`config.mk`:
```
export PLATFORM = sky130hd
export DESIGN_NAME = mul_operand_sequencer
export DESIGN_NICKNAME = d
export VERILOG_FILES = /design/src/rtl/mul_operand_sequencer.sv
export SDC_FILE = /design/constraint.sdc
export NUM_CORES = 1
export LEC_CHECK = 0
export BUFFER_PORTS_ARGS = -buffer_cell sky130_fd_sc_hd__buf_4
export CAP_MARGIN = 40
export CELL_PAD_IN_SITES_DETAIL_PLACEMENT = 0
export CELL_PAD_IN_SITES_GLOBAL_PLACEMENT = 1
export CORE_UTILIZATION = 47
export DETAILED_ROUTE_END_ITERATION = 8
export PLACE_DENSITY = 0.9
export SLEW_MARGIN = 10
export SYNTH_ARGS = -nofsm -noshare
export SYNTH_HDL_FRONTEND = slang
export SYNTH_SLANG_ARGS = --single-unit
```
`constraint.sdc`:
```
create_clock -name clk -period 4.95 [get_ports clk]
set_input_delay 0.495 -clock clk [delete_from_list [all_inputs] [get_ports clk]]
set_output_delay 0.495 -clock clk [all_outputs]
set_load 0.01 [all_outputs]
```
`src/rtl/mul_operand_sequencer.sv`:
```
// Operand front-end for the repeated-addition multiplier: buffers {a,b} pairs,
// sequences start/A/B over the shared load bus, and returns product or timeout error.
module mul_operand_sequencer #(
    parameter int WIDTH   = 8,
    parameter int TIMEOUT = 600
) (
    input  logic               clk,
    input  logic               rst_n,
    input  logic               in_valid,
    output logic               in_ready,
    input  logic [WIDTH-1:0]   in_a,
    input  logic [WIDTH-1:0]   in_b,
    output logic               out_valid,
    input  logic               out_ready,
    output logic [2*WIDTH-1:0] out_product,
    output logic               out_err,
    output logic               mul_start,
    output logic [WIDTH-1:0]   mul_data,
    input  logic               mul_done,
    input  logic [2*WIDTH-1:0] mul_product,
    output logic               busy
);

    localparam int TW = $clog2(TIMEOUT + 1);
    localparam logic [TW-1:0] TIMER_LAST = TW'(TIMEOUT - 1);
    localparam logic [TW-1:0] TIMER_ONE  = TW'(1);

    typedef enum logic [2:0] {
        S_IDLE = 3'd0,
        S_A    = 3'd1,
        S_B    = 3'd2,
        S_WAIT = 3'd3,
        S_OUT  = 3'd4
    } state_t;

    // A zero operand makes the product trivially zero, so the multiplier is skipped.
    function automatic logic is_bypass(input logic [WIDTH-1:0] a, input logic [WIDTH-1:0] b);
        return (a == {WIDTH{1'b0}}) || (b == {WIDTH{1'b0}});
    endfunction

    state_t             state_r;
    logic [WIDTH-1:0]   fifo_a_r [2];
    logic [WIDTH-1:0]   fifo_b_r [2];
    logic               wr_ptr_r;
    logic               rd_ptr_r;
    logic [1:0]         count_r;
    logic [WIDTH-1:0]   op_b_r;
    logic [TW-1:0]      timer_r;
    logic               out_valid_r;
    logic [2*WIDTH-1:0] out_product_r;
    logic               out_err_r;
    logic               mul_start_r;
    logic [WIDTH-1:0]   mul_data_r;

    logic               push_s;
    logic               pop_s;
    logic [WIDTH-1:0]   head_a_s;
    logic [WIDTH-1:0]   head_b_s;

    // FIFO handshake qualifiers and head-of-queue view.
    always_comb begin
        push_s   = in_valid && (count_r != 2'd2);
        pop_s    = (state_r == S_IDLE) && (count_r != 2'd0);
        head_a_s = fifo_a_r[rd_ptr_r];
        head_b_s = fifo_b_r[rd_ptr_r];
    end

    // Two-entry operand FIFO; pops happen only on the idle-exit edge.
    always_ff @(posedge clk or negedge rst_n) begin
        if (!rst_n) begin
            fifo_a_r[0] <= {WIDTH{1'b0}};
            fifo_a_r[1] <= {WIDTH{1'b0}};
            fifo_b_r[0] <= {WIDTH{1'b0}};
            fifo_b_r[1] <= {WIDTH{1'b0}};
            wr_ptr_r    <= 1'b0;
            rd_ptr_r    <= 1'b0;
            count_r     <= 2'd0;
        end else begin
            if (push_s) begin
                fifo_a_r[wr_ptr_r] <= in_a;
                fifo_b_r[wr_ptr_r] <= in_b;
                wr_ptr_r           <= ~wr_ptr_r;
            end
            if (pop_s) begin
                rd_ptr_r <= ~rd_ptr_r;
            end
            case ({push_s, pop_s})
                2'b10:   count_r <= count_r + 2'd1;
                2'b01:   count_r <= count_r - 2'd1;
                default: count_r <= count_r;
            endcase
        end
    end

    // Sequencing FSM with all multiplier-side and result-side outputs registered.
    always_ff @(posedge clk or negedge rst_n) begin
        if (!rst_n) begin
            state_r       <= S_IDLE;
            op_b_r        <= {WIDTH{1'b0}};
            timer_r       <= {TW{1'b0}};
            out_valid_r   <= 1'b0;
            out_product_r <= {(2*WIDTH){1'b0}};
            out_err_r     <= 1'b0;
            mul_start_r   <= 1'b0;
            mul_data_r    <= {WIDTH{1'b0}};
        end else begin
            case (state_r)
                S_IDLE: begin
                    if (pop_s) begin
                        op_b_r <= head_b_s;
                        if (is_bypass(head_a_s, head_b_s)) begin
                            out_product_r <= {(2*WIDTH){1'b0}};
                            out_err_r     <= 1'b0;
                            out_valid_r   <= 1'b1;
                            state_r       <= S_OUT;
                        end else begin
                            mul_start_r <= 1'b1;
                            mul_data_r  <= head_a_s;
                            state_r     <= S_A;
                        end
                    end else begin
                        state_r <= S_IDLE;
                    end
                end
                S_A: begin
                    mul_start_r <= 1'b0;
                    mul_data_r  <= op_b_r;
                    state_r     <= S_B;
                end
                S_B: begin
                    timer_r <= {TW{1'b0}};
                    state_r <= S_WAIT;
                end
                S_WAIT: begin
                    if (mul_done) begin
                        out_product_r <= mul_product;
                        out_err_r     <= 1'b0;
                        out_valid_r   <= 1'b1;
                        state_r       <= S_OUT;
                    end else if (timer_r == TIMER_LAST) begin
                        // Missing done: report an error result instead of hanging.
                        out_product_r <= {(2*WIDTH){1'b0}};
                        out_err_r     <= 1'b1;
                        out_valid_r   <= 1'b1;
                        state_r       <= S_OUT;
                    end else begin
                        timer_r <= timer_r + TIMER_ONE;
                    end
                end
                S_OUT: begin
                    if (out_ready) begin
                        out_valid_r <= 1'b0;
                        state_r     <= S_IDLE;
                    end else begin
                        state_r <= S_OUT;
                    end
                end
                default: begin
                    out_valid_r <= 1'b0;
                    mul_start_r <= 1'b0;
                    state_r     <= S_IDLE;
                end
            endcase
        end
    end

    assign in_ready    = (count_r != 2'd2);
    assign busy        = (state_r != S_IDLE) || (count_r != 2'd0);
    assign out_valid   = out_valid_r;
    assign out_product = out_product_r;
    assign out_err     = out_err_r;
    assign mul_start   = mul_start_r;
    assign mul_data    = mul_data_r;

endmodule
```
* Word-level counts from Yosys, hierarchy flattened
Index checks and enable logic that the tools add are counted.
W data, S select, Z words.
** Operators by class
- Muxes and demuxes :: 41
- Bitwise operators :: 6
- $add $sub $neg :: 3
- Reduce and logical (&&, ||, !) cells :: 22
- Equal/unequal tests :: 15
- Order comparisons :: 3
** Operators with widths (number)
- $mux W8 :: 9
- $mux W16 :: 4
- $bwmux W16 :: 2
- $pmux W16 S2 :: 1
- $mux W10 :: 2
- $pmux W10 S2 :: 1
- $logic_not A8 Y1 :: 2
- $pmux W8 S2 :: 1
- $mux W3 :: 5
- $pmux W3 S5 :: 1
- $ne A2 B2 Y1 const B :: 6
- $add A10 B1 Y10 const B :: 1
- $eq A10 B10 Y1 const B :: 1
- $mux W1 :: 10
- $reduce_bool A2 Y1 :: 5
- $reduce_and A3 Y1 :: 3
- $demux W8 S1 :: 1
- $eq A3 B2 Y1 const B :: 2
- $reduce_and A5 Y1 :: 1
- $ge A2 B2 Y1 const B :: 2
- $not A1 Y1 :: 4
- $not A1 Y2 :: 2
- $pmux W1 S2 :: 2
- $pmux W1 S4 :: 1
- 18 further kinds :: 21
** Storage, ports and cells
- Output and inout bits :: 29
- Input bits :: 37
- Bits in registers :: 84

* Logic depth before layout (Yosys ltp)
Gate-level depths: netlist of the first run.
- Depth in word-level cells :: 9
- Depth in mapped cells :: 9
- Mapped depth without buffers :: 6

* Worst setup path after synthesis of the first run
OpenSTA, ideal clock, no wires.
- Path type :: reg2reg
- From :: reg state_r[0]
- To :: reg count_r[1]
- Required time :: 4871 ps
- Arrival :: 2187 ps
- Path buffers :: 3
- Path slack :: 2684 ps
- Cell stages (with the launch flop) :: 9
- Cell sequence :: dfrtp_1 clkbuf_1 or3_1 nor2_1 clkbuf_1 clkbuf_1 ha_1 nor2_1 xor2_1
** Between the ends
- Cells in the longest elaborated chain, start to end :: 4
- Elaborated cells between the ends (all ways) :: 6
- Classes of those cells :: eq/ne (2); mux (1); reduce/logical (3)
** RTL lines
- start: declaration :: RTL line 41 : state_t state_r;
- start signal: assignment :: RTL line 98 : state_r <= S_IDLE;
- start signal: assignment :: RTL line 115 : state_r <= S_OUT;
- start signal: assignment :: RTL line 119 : state_r <= S_A;
- $logic_not A3 Y1 * :: RTL line 63 : pop_s = (state_r == S_IDLE) && (count_r != 2'd0);
- $logic_and A1 B1 Y1 * :: RTL line 63
- via pop_s :: RTL line 56 : logic pop_s;
- $eq A2 B1 Y1 or $eq A2 B2 Y1 (tied branches) :: RTL line 87 : case ({push_s, pop_s})
- $pmux W2 S2 or $reduce_bool A2 Y1 (tied branches)
- end signal: assignment :: RTL line 88 : 2'b10: count_r <= count_r + 2'd1;
- end signal: assignment :: RTL line 89 : 2'b01: count_r <= count_r - 2'd1;
- end signal: assignment :: RTL line 90 : default: count_r <= count_r;
- end: declaration :: RTL line 46 : logic [1:0] count_r;
The timed path passes the listed nets; every way through them passes the cells marked *.
A chain may end at the register's enable or synchronous reset.

* Worst setup path in the final report of the first run
- From :: reg rd_ptr_r
- To :: reg out_product_r[5], in the netlist out_product[5]
** Between the ends
- Cells in the longest elaborated chain, start to end :: 8
- Elaborated cells between the ends (all ways) :: 12
- Classes of those cells :: eq/ne (1); mux (6); bitwise (1); reduce/logical (4)
** RTL lines
- start: declaration :: RTL line 45 : logic rd_ptr_r;
- start signal: assignment :: RTL line 85 : rd_ptr_r <= ~rd_ptr_r;
- $not A1 Y2 (implied by the code) * :: RTL line 64, 65
- $mux W8, on equally long branches (3 in a row) :: RTL line 64, 65
- $logic_not A8 Y1 :: RTL line 38 : return (a == {WIDTH{1'b0}}) || (b == {WIDTH{1'b0}});
- $logic_or A1 B1 Y1 * :: RTL line 38
- $ne A2 B1 Y1 (no line) *
- $reduce_and A4 Y1 (no line) *
- end signal: assignment :: RTL line 102 : out_product_r <= {(2*WIDTH){1'b0}};
- end signal: assignment :: RTL line 112 : out_product_r <= {(2*WIDTH){1'b0}};
- end signal: assignment :: RTL line 136 : out_product_r <= mul_product;
- end: declaration :: RTL line 50 : logic [2*WIDTH-1:0] out_product_r;
Every way passes the cells marked *; elsewhere a longest branch is shown, timed or not. The select of a mux whose other input is x is not followed.

==> results by group, run 1 <==
Status
  – Outcome: finished clean

STA
  – Worst slew pin tran: 0.833 ns
  – Period minus WS final: 2.66 ns
  – Hold Vio Cnt, Final: 0
  – Clk_skew: 0.00856 ns
  – Tcrit/Tclk final: 0.538
  – Setup ws final: 2.29 ns
  – Setup-failing EPs final: 0
  – Slew headroom: 0.443
  – Slew Limit Fails: 0
  – Fmax: 376 MHz
  – Min Hold Slack: 0.0425 ns
  – Final setup TNS: 0 ns
  – RSZ-0062 raised after global routing: false

Yosys
  – Async SR Flop Fraction: 1.00
  – Synth cell types: 42
  – Synth Cell Area: 0.00382 mm^2
  – Post-synth EDFFs: 0
  – Post-synthesis sequential area ratio: 0.550
  – Syn_nets: 371
  – Post-synthesis register bit count: 84
  – Synth Instances: 332
  – Synth top area share: 0.550
  – Synth warn: 0
  – Mean Syn Cell Area: 11.5 um^2
  – Synth area leader: dfrtp_1
  – Main area contributors after synthesis: dfrtp_1 (55%), mux2_2 (12%), a22oi_1 (3.3%), o21ai_0 (3.1%), nand2_1 (2.6%)
  – Synth Flop Type: dfrtp_1

Pwr
  – PD cells: 656 mW/mm^2
  – Internal power: 2.00 mW
  – Comb pwr share: 0.401
  – Sw Pwr: 1.06 mW
  – Pleak: 2.05 nW
  – Sw Share: 0.346
  – Clock Power Share: 0.188
  – Maximum vdd drop: 0.324 mV
  – Reg power frac: 0.411

Route
  – DRC: 0
  – Post-route ant nets: 0
  – Met3 routed WL: 429 um
  – DR top layer: met4
  – M1 wire length: 3.49 mm
  – Via-to-Cell Ratio: 5.52
  – Vias: 2776
  – DRT iter0 DRCs: 147
  – Drt pass-1 iters: 4
  – DR WL/cell: 15.3 um
  – WL final: 7.68 mm
  – WL met2: 3.69 mm

Finish
  – FILL cells: 651
  – # diodes: 0
  – Design area: 0.00466 mm^2
  – Fin nets: 436
  – Share of cells above drive strength 1: 0.322
  – P&R area growth vs syn: 21.9%

Floorplanning
  – Total Die Area: 0.00850 mm^2
  – Die width: 92.2 um
  – Area of the core: 0.00781 mm^2
  – Chip height: 92.2 um
  – Placement row count: 32
  – Io pins: 66
  – Initial core utilization: 0.490

Place
  – Gp weighted congestion: 0.751
  – Worst slack, placed: 2.26 ns
  – PortBufs: 65
  – Area after DPL: 0.00442 mm^2
  – DP HPWL: 5.46 mm

Global route
  – Vias in the first global route: 2657
  – Total GRT Usage: 0.189
  – First-pass GRT wire length: 12.5 mm
  – GRT Residual Overflow: 0
  – Largest net degree at the start of global routing: 64
  – Initial antenna violation count: 0

Clocking
  – CTS clock-pin slew for the worst setup and hold paths: 0.08 ns
  – Cts repair resizes: 0
  – Root Driver: clkbuf_8
  – Post-CTS Setup Bufs: 0
  – Htree depth: 3
  – TritonCTS Buffers: 9
  – CTS tree: yes
  – Clk_lat worst skew: 0.34 ns
  – Clk buf depth: 2
  – Hold-fix buffers, CTS: 0
  – Sink Count: 84

Worst setup path
  – CP startpoint: rd_ptr_r
  – Crit start category: register
  – CP arrival: 2.85 ns
  – CP max stage delay: 0.64 ns
  – Slowest stage cell, crit path: nor2_1
  – CP required: 5.14 ns
  – CP Class: reg -> reg
  – Critical path peak fanout: 23
  – Worst-path cell chain: buf_4 -> or4_1 -> o22a_1 -> o221a_4 -> nor2_1 -> o21ai_0
  – CP Capture Type: register
  – Reg-to-reg startpoint: rd_ptr_r

Min path
  – Worst hold path class: in -> async

Run
  – Max-cap check violation count: 0
stage by stage:
step / std cells / util / total power, mW
after floorplan: 332 / - / 2.07
after global placement: 487 / 0.563 / 2.45
after detailed placement: 488 / 0.567 / 2.51
after CTS: 503 / 0.597 / 3.09
after global routing: 503 / 0.597 / 3.27
final: 503 / 0.597 / 3.06
power groups by stage:
stage	combinational (mW)	sequential, mW	clock (mW)
6_report	1.23	1.26	0.575
2_1_floorplan	0.824	1.24	0
4_1_cts	1.24	1.26	0.588
3_3_place_gp	1.19	1.26	0
3_5_place_dp	1.24	1.27	0
5_1_grt	1.35	1.30	0.617
flip-flops by register name, summed over array words and instances (netlist names):
register     cells
state_r          3
mul_data         8
count_r          2
out_err          1
mul_start        1
fifo_a_r        16
op_b_r           8
fifo_b_r        16
wr_ptr_r         1
rd_ptr_r         1
out_product     16
out_valid        1
timer_r         10
final timing paths:
kind	endpoint	slack, ns	cells after the start
worst max register to register	out_product[5]	2.29	6
worst max-delay path	out_product[5]	2.29	6
max in group asynchronous	fifo_b_r[13]	4.32	2
worst min-delay path	out_product[0]	0.04	1
min in group clk	out_product[10]	0.38	3
worst min register to register	count_r[1]	0.50	1
placed cells by master, fill, tap and decap left out, types with 2 or more instances in the layout:
cell       Yosys  routed
dfrtp_1       84      84
buf_4          0      68
mux2_2        40      40
nand2_1       26      26
o21ai_0       24      24
nor2_1        23      23
a22oi_1       17      17
a21oi_1       11      11
clkbuf_8       0      10
xnor2_1        9       9
and2_1         9       9
mux2i_1        8       8
a221o_1        8       8
nor4_1         7       7
nor3_1         6       6
nand2b_1       5       5
inv_1          5       5
nand3_1        4       4
or3_1          3       3
nand3b_1       3       3
bufinv_16      0       3
or4b_1         2       2
nor2b_1        2       2
xor2_1         2       2
and3_1         2       2
a21o_1         2       2
ha_1           2       2
routing by layer:
layer  GRT usage  vias up
met5           0        -
met4      0.0417        0
met3      0.0473        9
met2       0.307       78
met1       0.258     1346
li1            -     1343
critical path, delay by kind of cell (launching register included):
kind	cells	cell delay (ns)
and+or+nand+nor	2	1.18
AOI/OAI and AO/OA	3	0.73
DFF	1	0.37
buffers and inverters	1	0.23
synthesized netlist by cell type (2+ instances only):
cell type and number:
a21o_1 2, a21oi_1 11, a221o_1 8, a22oi_1 17, and2_1 9, and3_1 2
buf_1 2, buf_2 2, clkbuf_1 9, dfrtp_1 84, ha_1 2, inv_1 5
mux2_2 40, mux2i_1 8, nand2_1 26, nand2b_1 5, nand3_1 4, nand3b_1 3
nor2_1 23, nor2b_1 2, nor3_1 6, nor4_1 7, o21ai_0 24, or3_1 3
or4b_1 2, xnor2_1 9, xor2_1 2
final cells by class:
class	count	area, um^2	area share
timing repair buffer	69	538	0.115
tap	102	128	0.0274
multi-input combinational	228	1640	0.351
clock buffer	11	141	0.0303
sequential	84	2100	0.451
clock inverter	4	97.6	0.0209
inverter	5	18.8	0.00403
kinds of logic (layout without fill, tap and decap cells):
group	Yosys count	count (layout)	synth area share
fa+ha+maj	2	2	0.00654
flops	84	84	0.550
buf+inv	20	89	0.0226
mux	48	48	0.139
simple gates	96	96	0.127
compound gates	71	71	0.131
xor+xnor	11	11	0.0252
(Power assumes the default switching activity.)
==> run 2, diff against run 1 <==
- CORE_UTILIZATION: 47 -> 44
- PLACE_DENSITY: 0.9 -> 0.85
- clock period: 4.95 -> 2.5 ns (I/O delays scaled with it)
==> run 2 against run 1 <==
Against the previous run:
- die area increased by 6.7%
- non-clock buffer count grew 6
- worst setup slack worse by 2.0 ns
- wire length is 4.5% higher
==> results by group, run 2 (synthesis gave the netlist of run 1 again) <==
Finish
  – Most frequent cells in the layout: dfrtp_1 (84), buf_4 (73), mux2_2 (40) (was dfrtp_1 (84), buf_4 (68), mux2_2 (40))
  – Fin nets: 442 (was 436)
  – FILL cells: 741 (was 651)
  – Area used by multi-input combinational logic: 0.00164 mm^2 (unchanged)
  – Final core utilization: 0.560 (was 0.597)
  – Register area: 0.00210 mm^2 (unchanged)
  – P&R area growth vs syn: 21.4% (was 21.9%)
  – Share of cells above drive strength 1: 0.331 (was 0.322)
  – Commonest non-fill, non-tap cell in the layout: dfrtp_1 (unchanged)
  – # diodes: 0 (unchanged)

Global route
  – Largest net degree at the start of global routing: 56 (was 64)
  – GRT Residual Overflow: 0 (unchanged)
  – Initial antenna violation count: 0 (unchanged)
  – Vias in the first global route: 2716 (was 2657)
  – Total GRT Usage: 0.193 (was 0.189)
  – First-pass GRT wire length: 13.3 mm (was 12.5 mm)

Worst setup path
  – CP delay by family, top: compound AO/OA/AOI/OAI gates (was simple AND/OR/NAND/NOR gates)
  – CP Class: reg -> reg (unchanged)
  – Reg-to-reg startpoint: fifo_b_r[7] (was rd_ptr_r)
  – Worst-path cell chain: or4b_1 -> o22a_1 -> o221a_4 -> and2_1 -> a221o_1 (was buf_4 -> or4_1 -> o22a_1 -> o221a_4 -> nor2_1 -> o21ai_0)
  – CP arrival: 2.45 ns (was 2.85 ns)
  – Worst path depth: 5 (was 6)
  – Worst setup path end: mul_data[6] (was out_product[5])
  – Critical path peak fanout: 10 (was 23)
  – CP Capture Type: register (unchanged)
  – CP startpoint: fifo_b_r[7] (was rd_ptr_r)
  – RR Endpoint: mul_data[6] (was out_product[5])
  – CP required: 2.73 ns (was 5.14 ns)
  – Slowest stage cell, crit path: or4b_1 (was nor2_1)
  – Flop2flop setup slack: 0.28 ns (was 2.29 ns)
  – CP max stage delay: 0.52 ns (was 0.64 ns)
  – Bufs and invs on worst path: 0 (was 1)
  – Crit start category: register (unchanged)
  – R2R depth: 5 (was 6)

Floorplanning
  – Initial core utilization: 0.461 (was 0.490)
  – Area of the core: 0.00830 mm^2 (was 0.00781 mm^2)
  – Placement row count: 33 (was 32)
  – Io pins: 66 (unchanged)
  – Total Die Area: 0.00907 mm^2 (was 0.00850 mm^2)
  – Die width: 95.2 um (was 92.2 um)
  – Chip height: 95.2 um (was 92.2 um)

STA
  – Final setup TNS: 0 ns (unchanged)
  – Slew Limit Fails: 0 (unchanged)
  – Min Hold Slack: 0.120 ns (was 0.0425 ns)
  – Worst slew pin tran: 0.705 ns (was 0.833 ns)
  – Tcrit/Tclk final: 0.888 (was 0.538)
  – Period minus WS final: 2.22 ns (was 2.66 ns)
  – RSZ-0062 raised after global routing: false (unchanged)
  – Hold Vio Cnt, Final: 0 (unchanged)
  – Fmax: 450 MHz (was 376 MHz)
  – Setup-failing EPs final: 0 (unchanged)
  – Clk_skew: 0.00955 ns (was 0.00856 ns)
  – Slew headroom: 0.530 (was 0.443)

Place
  – Gp weighted congestion: 0.788 (was 0.751)
  – DP HPWL: 5.63 mm (was 5.46 mm)
  – PortBufs: 65 (unchanged)

Route
  – Vias: 2786 (was 2776)
  – Via-to-Cell Ratio: 5.43 (was 5.52)
  – Drt pass-1 iters: 4 (unchanged)
  – DRT iter0 DRCs: 72 (was 147)
  – DR WL/cell: 15.6 um (was 15.3 um)
  – WL final: 8.03 mm (was 7.68 mm)
  – DRC: 0 (unchanged)
  – Post-route ant nets: 0 (unchanged)

Clocking
  – Sink Count: 84 (unchanged)
  – Clk buf depth: 2 (unchanged)
  – Post-CTS Setup Bufs: 0 (unchanged)
  – Root Driver: clkbuf_8 (unchanged)
  – CTS tree: yes (unchanged)
  – TritonCTS Buffers: 9 (unchanged)
  – Htree depth: 3 (unchanged)
  – Cts repair resizes: 0 (unchanged)
  – CTS clock-pin slew for the worst setup and hold paths: 0.09 ns (was 0.08 ns)
  – Clk_lat worst skew: 0.35 ns (was 0.34 ns)

Run
  – Max-cap check violation count: 0 (unchanged)

Pwr
  – Maximum vdd drop: 0.587 mV (was 0.324 mV)
  – Pleak: 2.05 nW (about the same)
  – PD cells: 1260 mW/mm^2 (was 656 mW/mm^2)

Min path
  – Worst hold path class: in -> reg (was in -> async)

Status
  – Outcome: finished clean (unchanged)
==> run 2: layer usage <==
layer  wire, um  track usage  up-vias
met3        459       0.0518       17
met2       3730        0.309       72
met4        140       0.0720        0
met1       3690        0.251     1360
met5          0            0        -
li1           -            -     1337
==> run 2: how the worst min path moves through the flow <==
| stage | from | to | slack [ns] | cells past startpoint |
|---|---|---|---|---|
| floorplan | rst_n | count_r[0] | -0.05 | 0 |
| global placement | rst_n | timer_r[6] | 0.35 | 1 |
| detailed placement | rst_n | out_product[4] | 0.36 | 1 |
| CTS | mul_product[8] | out_product[8] | 0.11 | 3 |
| global route | in_b[3] | fifo_b_r[3] | 0.11 | 2 |
| finish | mul_product[12] | out_product[12] | 0.12 | 3 |
==> run 2: worst min-delay path: stages <==
cell,delay (ns)
buf_4,0.08
a22oi_1,0.05
o21ai_0,0.07
==> run 2: power by group <==
| part | switching, mW | internal (mW) | leakage (nW) |
|---|---|---|---|
| combinational | 1.18 | 1.30 | 0.948 |
| sequential | 0.492 | 2.00 | 1.02 |
| clock | 0.487 | 0.390 | 0.0820 |
| total | 2.15 | 3.69 | 2.05 |
==> run 2: cell type report <==
cell class | instances | area share
Sequential cell | 84 | 0.453
Multi-Input combinational cell | 228 | 0.352
Timing Repair Buffer | 75 | 0.124
Clock buffer | 11 | 0.0304
Tap cell | 105 | 0.0283
Clock inverter | 5 | 0.00781
Inverter | 5 | 0.00404
==> run 2: timing repair <==
action	CTS	global route
hold buffers	1	0
endpoints found under the hold margin	54	0
setup endpoints to repair	0	0
==> run 2: per-stage QoR <==
step	cells	total power, mW	setup WS [ns]	area, um^2
floorplan	332	4.10	0.234	3820
detailed placement	496	5.03	0.306	4460
global placement	496	4.91	0.381	4460
finish	513	5.84	0.280	4640
global route	513	6.32	0.218	4640
CTS	513	5.91	0.282	4640
==> run 3, diff against run 2 <==
- CELL_PAD_IN_SITES_DETAIL_PLACEMENT: 0 -> unset
- CELL_PAD_IN_SITES_GLOBAL_PLACEMENT: 1 -> unset
- CORE_UTILIZATION: 44 -> 50
- PLACE_DENSITY: 0.85 -> 0.78
==> run 3 against run 2 <==
Against the previous run:
- via count is 0.54% lower
- die area is 12% lower
- critical endpoint unchanged
- first-iteration DRC count is 81% higher
- design area is 0.51% higher
- register-to-register slack better by 0.02 ns
- core utilization is 7.7 points higher
- count of clock-buffer cells in the layout is 1 lower
- maximum frequency is 1.1% higher
- clock skew hardly changed
- global-route usage is 2.4 points higher
- sequential power hardly changed
==> results by group, run 3 (synthesis gave the netlist of run 1 again) <==
Status
  – Outcome: finished clean (unchanged)

Route
  – DR WL/cell: 15.5 um (was 15.6 um)
  – WL final: 7.82 mm (was 8.03 mm)
  – Via-to-Cell Ratio: 5.48 (was 5.43)
  – DR top layer: met4 (unchanged)
  – DRC: 0 (unchanged)
  – WL met2: 3.69 mm (was 3.73 mm)
  – Post-route ant nets: 0 (unchanged)
  – DRT iter0 DRCs: 130 (was 72)
  – Drt pass-1 iters: 4 (unchanged)
  – Vias: 2771 (was 2786)
  – M1 wire length: 3.61 mm (was 3.69 mm)
  – Met3 routed WL: 418 um (was 459 um)

Worst setup path
  – CP arrival: 2.43 ns (was 2.45 ns)
  – Slowest stage cell, crit path: or4_1 (was or4b_1)
  – CP Class: reg -> reg (unchanged)
  – Bufs and invs on worst path: 0 (unchanged)
  – CP delay by family, top: compound AO/OA/AOI/OAI gates (unchanged)
  – CP Capture Type: register (unchanged)
  – Critical path peak fanout: 10 (unchanged)
  – CP required: 2.73 ns (about the same)
  – CP max stage delay: 0.53 ns (was 0.52 ns)
  – Crit start category: register (unchanged)
  – Worst-path cell chain: or4_1 -> o22a_1 -> o221a_4 -> and2_1 -> a221o_1 (was or4b_1 -> o22a_1 -> o221a_4 -> and2_1 -> a221o_1)

Global route
  – Initial antenna violation count: 0 (unchanged)
  – Largest net degree at the start of global routing: 54 (was 56)
  – Vias in the first global route: 2652 (was 2716)
  – First-pass GRT wire length: 12.9 mm (was 13.3 mm)
  – GRT Residual Overflow: 0 (unchanged)
  – Total GRT Usage: 0.217 (was 0.193)

Floorplanning
  – Io pins: 66 (unchanged)
  – Die width: 89.5 um (was 95.2 um)
  – Initial core utilization: 0.522 (was 0.461)
  – Area of the core: 0.00733 mm^2 (was 0.00830 mm^2)
  – Placement row count: 31 (was 33)
  – Total Die Area: 0.00800 mm^2 (was 0.00907 mm^2)
  – Chip height: 89.5 um (was 95.2 um)

Finish
  – # diodes: 0 (unchanged)
  – P&R area growth vs syn: 22.0% (was 21.4%)
  – Fin nets: 441 (was 442)
  – FILL cells: 587 (was 741)
  – Share of cells above drive strength 1: 0.329 (was 0.331)
  – Commonest non-fill, non-tap cell in the layout: dfrtp_1 (unchanged)
  – Most frequent cells in the layout: dfrtp_1 (84), buf_4 (72), mux2_2 (40) (was dfrtp_1 (84), buf_4 (73), mux2_2 (40))

Clocking
  – Root Driver: clkbuf_8 (unchanged)
  – Sink Count: 84 (unchanged)
  – CTS tree: yes (unchanged)
  – Clk_lat worst skew: 0.35 ns (about the same)
  – Post-CTS Setup Bufs: 0 (unchanged)
  – Htree depth: 3 (unchanged)
  – Hold-fix buffers, CTS: 1 (unchanged)
  – CTS clock-pin slew for the worst setup and hold paths: 0.09 ns (about the same)
  – Clk buf depth: 2 (unchanged)
  – TritonCTS Buffers: 9 (unchanged)
  – Cts repair resizes: 0 (unchanged)

Place
  – DP HPWL: 5.40 mm (was 5.63 mm)
  – Gp weighted congestion: 0.797 (was 0.788)
  – PortBufs: 65 (unchanged)

STA
  – Fmax: 455 MHz (was 450 MHz)
  – Tcrit/Tclk final: 0.878 (was 0.888)
  – Slew Limit Fails: 0 (unchanged)
  – Setup-failing EPs final: 0 (unchanged)
  – Clk_skew: 0.0100 ns (was 0.00955 ns)
  – Final setup TNS: 0 ns (unchanged)
  – Min Hold Slack: 0.121 ns (was 0.120 ns)
  – RSZ-0062 raised after global routing: false (unchanged)
  – Slew headroom: 0.549 (was 0.530)
  – Hold Vio Cnt, Final: 0 (unchanged)
  – Worst slew pin tran: 0.677 ns (was 0.705 ns)
  – Period minus WS final: 2.20 ns (was 2.22 ns)

Pwr
  – Maximum vdd drop: 0.812 mV (was 0.587 mV)
  – PD cells: 1290 mW/mm^2 (was 1260 mW/mm^2)
  – Pleak: 2.06 nW (was 2.05 nW)

Min path
  – Worst hold path class: in -> reg (unchanged)

Run
  – Max-cap check violation count: 0 (unchanged)
-- run 3: cell types whose count changed in the layout (fill, tap and decap cells not counted) --
cell	change
clkinvlp_4	-1
bufinv_16	+2
inv_6	-1
clkinv_4	+1
clkbuf_8	-1
buf_4	-1
-- run 3: metrics by stage --
stage | power (mW) | setup slack [ns] | instances | instance area [um^2] | utilization
floorplan | 4.10 | 0.234 | 332 | 3820 | -
global placement | 4.87 | 0.385 | 489 | 4440 | 0.606
detailed placement | 4.98 | 0.333 | 489 | 4440 | 0.606
CTS | 6.06 | 0.308 | 506 | 4670 | 0.637
global route | 6.48 | 0.203 | 506 | 4670 | 0.637
finish | 6.02 | 0.305 | 506 | 4670 | 0.637
-- run 3: cell type report --
cell class,instances,area [um^2],area share
multi-input cells,228,1640,0.351
inverters,5,18.8,0.00402
well taps,99,124,0.0265
clock inverters,6,88.8,0.0190
clock buffers,10,128,0.0273
flip-flops and latches,84,2100,0.450
repair buffers,74,571,0.122
-- run 3: final timing paths --
path,endpoint,slack [ns],depth (start not counted),startpoint
worst min register to register,count_r[1],0.50,1,count_r[1]
worst min-delay path,out_product[0],0.12,3,mul_product[0]
max in group asynchronous,mul_data[6],1.42,3,rst_n
worst max register to register,mul_data[6],0.30,5,fifo_b_r[15]
worst max-delay path,mul_data[6],0.30,5,fifo_b_r[15]
min in group asynchronous,timer_r[6],0.48,2,rst_n
-- run 3: tightest hold or removal path, delay by kind of cell --
| kind | cells | cell delay [ns] |
|---|---|---|
| AOI/OAI and AO/OA | 2 | 0.11 |
| buffers and inverters | 1 | 0.08 |
-- run 3: layer usage --
metal	vias up	track usage
met2	77	0.334
met4	0	0.0707
li1	1341	-
met5	-	0
met3	9	0.0554
met1	1344	0.303
-- run 3: report_power, final --
group          leakage (nW)  switching [mW]  total [mW]  internal, mW
sequential             1.02           0.497        2.50          2.00
clock                 0.102           0.490        1.05         0.563
combinational         0.943            1.18        2.46          1.29
